$ cat src/rtl/nibble_unpacker_pkg.sv
// nibble_unpacker_pkg: shared sizing constants and FSM state type for the
// nibble unpacker and its register-file store.
package nibble_unpacker_pkg;

   localparam int unsigned NIBBLES    = 16;
   localparam int unsigned W          = 4;
   localparam int unsigned FRAME_BITS = NIBBLES * W;
   localparam int unsigned BCNT_W     = $clog2(FRAME_BITS);
   localparam int unsigned IDX_W      = $clog2(NIBBLES);
   localparam int unsigned CNT_W      = 8;

   typedef enum logic {
      IDLE  = 1'b0,
      SHIFT = 1'b1
   } state_e;

endpackage

$ cat src/rtl/nibble_store.sv
// nibble_store: NIBBLES x W register file, one write port and one registered
// read port. Reading an address in the same cycle it is written returns the
// previous contents.
// Ports:
//   clk, rst         clock, asynchronous active-high reset (clears contents)
//   we, waddr, wdata write port
//   raddr, rdata     read address, registered read data (1-cycle latency)
module nibble_store
   import nibble_unpacker_pkg::*;
(
   input  logic             clk,
   input  logic             rst,
   input  logic             we,
   input  logic [IDX_W-1:0] waddr,
   input  logic [W-1:0]     wdata,
   input  logic [IDX_W-1:0] raddr,
   output logic [W-1:0]     rdata
);

   logic [W-1:0] mem_q [NIBBLES];
   logic [W-1:0] mem_d [NIBBLES];
   logic [W-1:0] rdata_q;
   logic [W-1:0] rdata_d;

   // Next contents and read data; read uses pre-write contents.
   always_comb begin
      mem_d   = mem_q;
      rdata_d = mem_q[raddr];
      if (we) begin
         mem_d[waddr] = wdata;
      end
   end

   always_ff @(posedge clk or posedge rst) begin
      if (rst) begin
         mem_q   <= '{default: '0};
         rdata_q <= '0;
      end else begin
         mem_q   <= mem_d;
         rdata_q <= rdata_d;
      end
   end

   assign rdata = rdata_q;

endmodule

$ cat src/rtl/nibble_unpacker.sv
// nibble_unpacker: reassembles an LSB-first serial stream of NIBBLES x W-bit
// nibbles, stores each frame in a register file and reports nibbles, frame
// completion and a frame counter. Runs back-to-back frames once started; only
// rst returns it to IDLE.
// Optional feature: define CHECKSUM_EN to build the per-frame XOR checksum on
// chk/chk_valid; otherwise both are tied to zero.
// Ports:
//   clk, rst            clock, asynchronous active-high reset
//   ena                 start strobe (sampled in IDLE only)
//   data_in             serial input bit
//   nib_out/nib_idx     last assembled nibble and its index
//   nib_valid           one-cycle pulse per assembled nibble
//   frame_done          one-cycle pulse with the last nibble of a frame
//   frame_cnt           completed frames, saturating
//   busy                high while in SHIFT
//   rd_addr, rd_data    store read port (1-cycle latency)
//   chk, chk_valid      frame XOR checksum and its pulse
module nibble_unpacker
   import nibble_unpacker_pkg::*;
(
   input  logic             clk,
   input  logic             rst,
   input  logic             ena,
   input  logic             data_in,
   output logic [W-1:0]     nib_out,
   output logic             nib_valid,
   output logic [IDX_W-1:0] nib_idx,
   output logic             frame_done,
   output logic [CNT_W-1:0] frame_cnt,
   output logic             busy,
   input  logic [IDX_W-1:0] rd_addr,
   output logic [W-1:0]     rd_data,
   output logic [W-1:0]     chk,
   output logic             chk_valid
);

   state_e state_q, state_d;

   logic [BCNT_W-1:0] bcnt_q, bcnt_d;
   logic [W-2:0]      sh_q, sh_d;
   logic [W-1:0]      nib_out_q, nib_out_d;
   logic              nib_valid_q, nib_valid_d;
   logic [IDX_W-1:0]  nib_idx_q, nib_idx_d;
   logic              frame_done_q, frame_done_d;
   logic [CNT_W-1:0]  frame_cnt_q, frame_cnt_d;
   logic              busy_q, busy_d;

   logic              shifting_c;
   logic              nib_last_c;
   logic              frame_last_c;
   logic [W-1:0]      nib_asm_c;
   logic [IDX_W-1:0]  cur_idx_c;
   logic              store_we_c;

   assign shifting_c   = (state_q == SHIFT);
   assign nib_last_c   = shifting_c && (bcnt_q[1:0] == 2'd3);
   assign frame_last_c = shifting_c && (bcnt_q == BCNT_W'(FRAME_BITS - 1));
   assign nib_asm_c    = {data_in, sh_q};
   assign cur_idx_c    = bcnt_q[BCNT_W-1:2];
   assign store_we_c   = nib_last_c;

   // State register.
   always_ff @(posedge clk or posedge rst) begin
      if (rst) begin
         state_q <= IDLE;
      end else begin
         state_q <= state_d;
      end
   end

   // Next state: SHIFT is sticky; ena only matters in IDLE.
   always_comb begin
      state_d = state_q;
      case (state_q)
         IDLE:    if (ena) state_d = SHIFT;
         SHIFT:   state_d = SHIFT;
         default: state_d = IDLE;
      endcase
   end

   // Datapath and registered-output next values.
   always_comb begin
      bcnt_d       = bcnt_q;
      sh_d         = sh_q;
      nib_out_d    = nib_out_q;
      nib_valid_d  = 1'b0;
      nib_idx_d    = nib_idx_q;
      frame_done_d = 1'b0;
      frame_cnt_d  = frame_cnt_q;
      busy_d       = (state_d == SHIFT);

      if (!shifting_c) begin
         // Hold counter and shifter cleared so SHIFT starts at bit 0.
         bcnt_d = '0;
         sh_d   = '0;
      end else begin
         // Counter wraps naturally 63->0 for back-to-back frames.
         bcnt_d = BCNT_W'(bcnt_q + 1'b1);
         sh_d   = {data_in, sh_q[W-2:1]};
         if (nib_last_c) begin
            nib_out_d   = nib_asm_c;
            nib_idx_d   = cur_idx_c;
            nib_valid_d = 1'b1;
         end
         if (frame_last_c) begin
            frame_done_d = 1'b1;
            if (frame_cnt_q != '1) begin
               frame_cnt_d = CNT_W'(frame_cnt_q + 1'b1);
            end
         end
      end
   end

   always_ff @(posedge clk or posedge rst) begin
      if (rst) begin
         bcnt_q       <= '0;
         sh_q         <= '0;
         nib_out_q    <= '0;
         nib_valid_q  <= 1'b0;
         nib_idx_q    <= '0;
         frame_done_q <= 1'b0;
         frame_cnt_q  <= '0;
         busy_q       <= 1'b0;
      end else begin
         bcnt_q       <= bcnt_d;
         sh_q         <= sh_d;
         nib_out_q    <= nib_out_d;
         nib_valid_q  <= nib_valid_d;
         nib_idx_q    <= nib_idx_d;
         frame_done_q <= frame_done_d;
         frame_cnt_q  <= frame_cnt_d;
         busy_q       <= busy_d;
      end
   end

   nibble_store u_store (
      .clk   (clk),
      .rst   (rst),
      .we    (store_we_c),
      .waddr (cur_idx_c),
      .wdata (nib_asm_c),
      .raddr (rd_addr),
      .rdata (rd_data)
   );

`ifdef CHECKSUM_EN
   logic [W-1:0] acc_q, acc_d;
   logic [W-1:0] chk_q, chk_d;
   logic         chk_valid_q, chk_valid_d;
   logic [W-1:0] acc_next_c;

   assign acc_next_c = acc_q ^ nib_asm_c;

   // Running XOR; published and cleared on the last nibble of a frame.
   always_comb begin
      acc_d       = acc_q;
      chk_d       = chk_q;
      chk_valid_d = 1'b0;
      if (nib_last_c) begin
         acc_d = acc_next_c;
      end
      if (frame_last_c) begin
         chk_d       = acc_next_c;
         chk_valid_d = 1'b1;
         acc_d       = '0;
      end
   end

   always_ff @(posedge clk or posedge rst) begin
      if (rst) begin
         acc_q       <= '0;
         chk_q       <= '0;
         chk_valid_q <= 1'b0;
      end else begin
         acc_q       <= acc_d;
         chk_q       <= chk_d;
         chk_valid_q <= chk_valid_d;
      end
   end

   assign chk       = chk_q;
   assign chk_valid = chk_valid_q;
`else
   assign chk       = '0;
   assign chk_valid = 1'b0;
`endif

   assign nib_out    = nib_out_q;
   assign nib_valid  = nib_valid_q;
   assign nib_idx    = nib_idx_q;
   assign frame_done = frame_done_q;
   assign frame_cnt  = frame_cnt_q;
   assign busy       = busy_q;

endmodule

$ cat config.mk
export PLATFORM = sky130hd
export DESIGN_NAME = nibble_unpacker
export DESIGN_NICKNAME = d
export VERILOG_FILES = /design/src/rtl/nibble_unpacker_pkg.sv /design/src/rtl/nibble_store.sv /design/src/rtl/nibble_unpacker.sv
export SDC_FILE = /design/constraint.sdc
export NUM_CORES = 1
export LEC_CHECK = 0
export ABC_CLOCK_PERIOD_IN_PS = 4100
export CAP_MARGIN = 25
export CORE_MARGIN = 5
export CORE_UTILIZATION = 40
export CTS_CLUSTER_SIZE = 25
export DETAILED_ROUTE_END_ITERATION = 6
export SYNTH_ARGS = -nofsm -noshare
export SYNTH_HDL_FRONTEND = slang
export SYNTH_HIERARCHICAL = 1
export SYNTH_SLANG_ARGS = --single-unit
$ cat constraint.sdc
create_clock -name clk -period 4.1 [get_ports clk]
set_input_delay 0.82 -clock clk [delete_from_list [all_inputs] [get_ports clk]]
set_output_delay 0.82 -clock clk [all_outputs]
set_load 0.02 [all_outputs]
==> run metrics, run 1 <==
Critical Path Sink Type=output pin; Mapped Area=4280 sq um; grt total ovfl=0; largest net degree at the start of global routing=36; critical path fanouts, max=13; RSZ-0062 raised after global routing=no; Final Setup Violations=0; flop and latch count out of synthesis=96; Tcrit/Tclk final=59.7%; post-CTS sizing=0; delay-heaviest family, CP=buffers and inverters; warnings from Yosys=6; mean post-synth cell area=14.4 sq um; Register Area=2400 sq um; vias in the first global route=2,685; cts hold-fix bufs=0; first-pass GRT wire length=14,500 microns; drt drc=0; via count=2,477; drt first pass iters=4; worst clock skew=0.00864 ns; Max Cap Viol=0; Critical Path AT=1.63 ns; CP Cell Sequence=clkdlybuf4s50_1; sequential-to-total area share from yosys stat=56.2%; Max Freq=0.408 GHz; DIE AREA=12,900 sq um; nets@finish=340; area of the multi-input gates=1780 sq um; Overall Power=3.18 mW; cells on worst reg2reg path=5; Tot GR Track Use=14.9%; Buf/Inv on CP=1; chip width=113 microns; Layout area overhead=15.9%; WL/cell=18.6 microns; cell depth of the worst hold path=1; Max transition margin=48.1%; core footprint=10,400 sq um; Placement Rows=37; Slowest cell on crit path=clkdlybuf4s50_1; Fin. Hold Viols=0; worst slack, placed=1.40 ns; fill cell count=943; final wirelength=8760 microns; First DRT Iteration DRCs=122; critical path data required time=3.28 ns; setup_tns=0 ns; Max Slew Vio Count=0; Root Driver=clkbuf_8; clock sink total=96; CTS clock-pin slew for the worst setup and hold paths=0.09 ns; CP Launch Type=flip-flop; RePlAce Congestion=0.863; post-route ant nets=0; Primary FF master, synth=dfrtp_1; Peak VDD IR=0.316 mV; antenna fix cells=0; Clk Latency, worst-skew pair=0.36 ns; die height=113 microns; Crit Path Category=flip-flop to output pin; Detail Placement HPWL=6150 microns; Post CTS Setup Buffer Count=0; Ports=36; port bufs=30; Clock Path Buffers=2; crit-path max cell delay=0.69 ns; layout cells sized above 1=35.2%; Cells after Synth=298; type of the most critical hold path=flip-flop to flip-flop; antenna violations before repair=0; asr flop ratio synth=100%; Num CTS Buffers=9; final worst setup slack=1.65 ns; actual slew at the worst max-slew pin=0.777 ns; initial core utilization=41.3%; Vias/cell=5.26; leakage=2.16 nW; Power Density=642 nW/um^2; library cells used by synthesis=38; CTS tree=built; final hold slack=0.477 ns; Post-synth EDFFs=0; Period minus WS final=2.45 ns; Max H-tree Level=3; CP Depth=1; status=complete, no violations
==> report_power, final <==
group          internal [mW]  total (mW)  switching [mW]
Sequential              1.29        1.57           0.274
Combinational          0.557       0.930           0.373
Clock                  0.362       0.687           0.325
Total                   2.21        3.18           0.973
==> cells in the mapped netlist (all sizes together), types with 2 or more instances <==
cell    instances  share of area (%)
inv             5               0.44
nand3b          2               0.35
mux2i           2               0.47
dfrtp          96                 56
ha              2               0.58
nor2           13                1.2
nand2b          5               0.73
mux2           74                 19
and2            7                1.0
xnor2           6                1.2
a22oi           4               0.70
buf            10                1.6
nand3          13                1.5
clkbuf          6               0.56
nor2b           4               0.58
and3            2               0.32
nand2          13                1.2
xor2            2               0.41
nand4           4               0.73
mux4           16                8.4
nor3b           2               0.35
nor3            3               0.47
and4            2               0.50
==> placed cells by master, fill, tap and decap left out, types with 2 or more instances in the layout <==
cell type	instances
clkdlybuf4s50_1	30
nand2_1	12
nand3_1	13
xor2_1	2
xnor2_1	6
nand3b_1	2
clkbuf_8	10
nor3_1	2
nand4_1	3
mux2i_1	2
mux4_2	16
nor2b_1	4
nor3b_1	2
mux2_2	73
dfrtp_1	96
nand2b_1	5
inv_1	4
a22oi_1	4
ha_1	2
bufinv_16	2
and2_1	7
conb_1	5
nor2_1	12
==> routing by layer <==
| layer | part of all wire [%] | vias to the layer above | global-route usage (%) |
|---|---|---|---|
| met4 | 2.8 | 0 | 7.53 |
| met5 | 0 | - | 0 |
| li1 | - | 1127 | - |
| met3 | 2.9 | 15 | 2.76 |
| met1 | 47 | 1283 | 20.2 |
| met2 | 47 | 52 | 23.0 |
==> registers in the layout, indices dropped and copies added (netlist names), 3 cells and up <==
signal and count:
u_store/mem_q 64, nib_out 4, sh_q 3, frame_cnt 8
bcnt_q 6, u_store/rdata 4, nib_idx 4
==> path summary, 6_finish.rpt <==
kind,to,start,slack (ns)
max in group asynchronous,u_store/mem_q[12]$_DFFE_PP0P_,rst,2.52
hold / removal,bcnt_q[0]$_DFF_PP0_,bcnt_q[0]$_DFF_PP0_,0.48
setup / recovery,busy,busy$_DFF_PP0_,1.65
min in group asynchronous,frame_cnt[1]$_DFFE_PP0P_,rst,0.78
setup reg to reg,u_store/mem_q[61]$_DFFE_PP0P_,busy$_DFF_PP0_,1.75
hold reg to reg,bcnt_q[0]$_DFF_PP0_,bcnt_q[0]$_DFF_PP0_,0.48
==> per-stage QoR <==
stage               instances  util [%]  area (sq um)
floorplan                 302         -          4290
global placement          454      45.3          4700
detailed placement        455      45.6          4730
CTS                       471      47.8          4960
global route              471      47.8          4960
finish                    471      47.8          4960
==> cells by family after synthesis <==
kind of cell               count (synthesis)  synth area share (%)
DFF                                       96                  56.2
muxes                                     92                  28.4
and+or+nand+nor                           73                  9.45
buffers and inverters                     21                  2.54
xor gates and xnor gates                   8                  1.64
AOI/OAI and AO/OA                          5                  1.17
adders and majority gates                  2                 0.585
other                                      1                0.0877
==> cell type report <==
class,instances,area share [%]
Inverter,5,0.379
Timing Repair Buffer,33,7.17
Tap cell,136,3.43
Clock buffer,10,2.78
Sequential cell,96,48.5
Clock inverter,6,1.82
Multi-Input combinational cell,185,36.0
Power figures use the tool's default switching activity.
==> run 2: changes to the inputs <==
Settings changed: ABC_CLOCK_PERIOD_IN_PS 4100 to 2300.
Clock period 4.1 ns to 2.3 ns, I/O delays scaled along.
==> run metrics, run 2 (synthesized netlist as in run 1, its figures left out) <==
Vias/cell=5.26; final wirelength=8780 microns; via count=2,515; antenna fix cells=0; Period minus WS final=2.04 ns; layout cells sized above 1=36.3%; Final Setup Violations=0; setup slack, reg-to-reg=0.26 ns; RSZ-0062 raised after global routing=no; setup_tns=0 ns; Register Area=2400 sq um; delay-heaviest family, CP=simple AND/OR/NAND/NOR gates; Num CTS Buffers=9; chip width=113 microns; First DRT Iteration DRCs=71; Clock Path Buffers=2; Critical Path AT=2.28 ns; Peak VDD IR=0.624 mV; Root Driver=clkbuf_8; drt first pass iters=4; core footprint=10,400 sq um; leading cell type in the layout, fill and taps excluded=dfrtp_1; post-CTS sizing=0; area of the multi-input gates=1780 sq um; Power Density=1120 nW/um^2; Layout area overhead=16.1%; Placement Rows=37; grt total ovfl=0; Buf/Inv on CP=1; Post CTS Setup Buffer Count=0; post-route ant nets=0; CTS clock-pin slew for the worst setup and hold paths=0.10 ns; CP Cell Sequence=ha_1 -> nand2_1 -> inv_1 -> nand2_2 -> or4_1 -> mux2_2; Detail Placement HPWL=6170 microns; initial core utilization=41.3%; largest net degree at the start of global routing=54; max FFs per register=64; Crit Path Category=flip-flop to flip-flop; CP Launch Type=flip-flop; DIE AREA=12,900 sq um; Top reg by flops=u_store/mem_q; port bufs=30; nets@finish=347; Placed Cells=462; Max transition margin=53.7%; critical path data required time=2.54 ns; Post-Layout Cell Count=478; actual slew at the worst max-slew pin=0.694 ns; critical path fanouts, max=8; leakage=2.17 nW; cts hold-fix bufs=0; Max Slew Vio Count=0; status=complete, no violations; clock sink total=96; Fin. Hold Viols=0; RePlAce Congestion=0.732; Ports=36; most frequent cells in the layout=dfrtp_1 (96), mux2_2 (73), clkdlybuf4s50_1 (30); worst clock skew=0.0137 ns; die height=113 microns; Clk Latency, worst-skew pair=0.36 ns; Tcrit/Tclk final=88.8%; Max Cap Viol=0; crit-path max cell delay=0.52 ns; vias in the first global route=2,741; Critical Path Sink Type=flip-flop; first-pass GRT wire length=14,900 microns; WL/cell=18.4 microns; CTS tree=built; type of the most critical hold path=primary input to async pin; Tot GR Track Use=14.8%; fill cell count=963; antenna violations before repair=0; Slowest cell on crit path=or4_1; Max H-tree Level=3; drt drc=0; Max Freq=0.489 GHz
==> run 2: changes by cell type in the layout (fill, tap and decap cells not counted), sizes merged <==
| cell | previous run | this run |
|---|---|---|
| buf | 3 | 10 |
| clkinvlp | 1 | 2 |
| bufinv | 2 | 1 |
| inv | 6 | 7 |
| clkinv | 2 | 1 |
==> run 2: layout make-up <==
class,count,share of cell area [%]
clock buffer,10,2.57
clock inverter,6,1.36
multi-input combinational,185,35.9
sequential,96,48.4
timing repair buffer,40,8.06
tap,136,3.42
inverter,5,0.378
==> run 2: worst paths after layout <==
kind,start,endpoint,cells after the start
worst max register to register,bcnt_q[0]$_DFF_PP0_,u_store/mem_q[53]$_DFFE_PP0P_,6
worst min-delay path,rst,u_store/mem_q[47]$_DFFE_PP0P_,2
worst min register to register,bcnt_q[0]$_DFF_PP0_,bcnt_q[0]$_DFF_PP0_,1
worst max-delay path,bcnt_q[0]$_DFF_PP0_,u_store/mem_q[53]$_DFFE_PP0P_,6
max in group asynchronous,rst,u_store/mem_q[38]$_DFFE_PP0P_,3
min in group clk,bcnt_q[0]$_DFF_PP0_,bcnt_q[0]$_DFF_PP0_,1
==> run 2: per-stage QoR <==
stage | util, % | setup WS (ns) | cell area, sq um | hold slack [ns] | power [mW]
3_3_place_gp | 46.0 | 0.201 | 4770 | 0.445 | 4.46
5_1_grt | 47.9 | 0.122 | 4970 | 0.464 | 5.94
4_1_cts | 47.9 | 0.254 | 4970 | 0.442 | 5.64
2_1_floorplan | - | 0.128 | 4290 | 0.431 | 3.87
3_5_place_dp | 46.0 | 0.172 | 4770 | 0.452 | 4.52
6_report | 47.9 | 0.257 | 4970 | 0.431 | 5.58
==> run 2: worst reg2reg max path, cell delays in order (launching register included) <==
cell and delay [ns]:
dfrtp_1 0.38, ha_1 0.25, nand2_1 0.09, inv_1 0.23
nand2_2 0.13, or4_1 0.52, mux2_2 0.32
==> run 2: power by group <==
group          internal [mW]  switching [mW]  total (mW)  leakage (nW)
Sequential              2.30           0.492        2.79          1.22
Clock                  0.510           0.606        1.12        0.0933
Combinational           1.01           0.662        1.67         0.849
Total                   3.82            1.76        5.58          2.17
==> run 2: routing by layer <==
metal  global-route usage (%)  wire (microns)
met5                        0               0
met4                     5.13             165
met3                     3.34             348
met2                     22.3            4010
met1                     21.3            4250
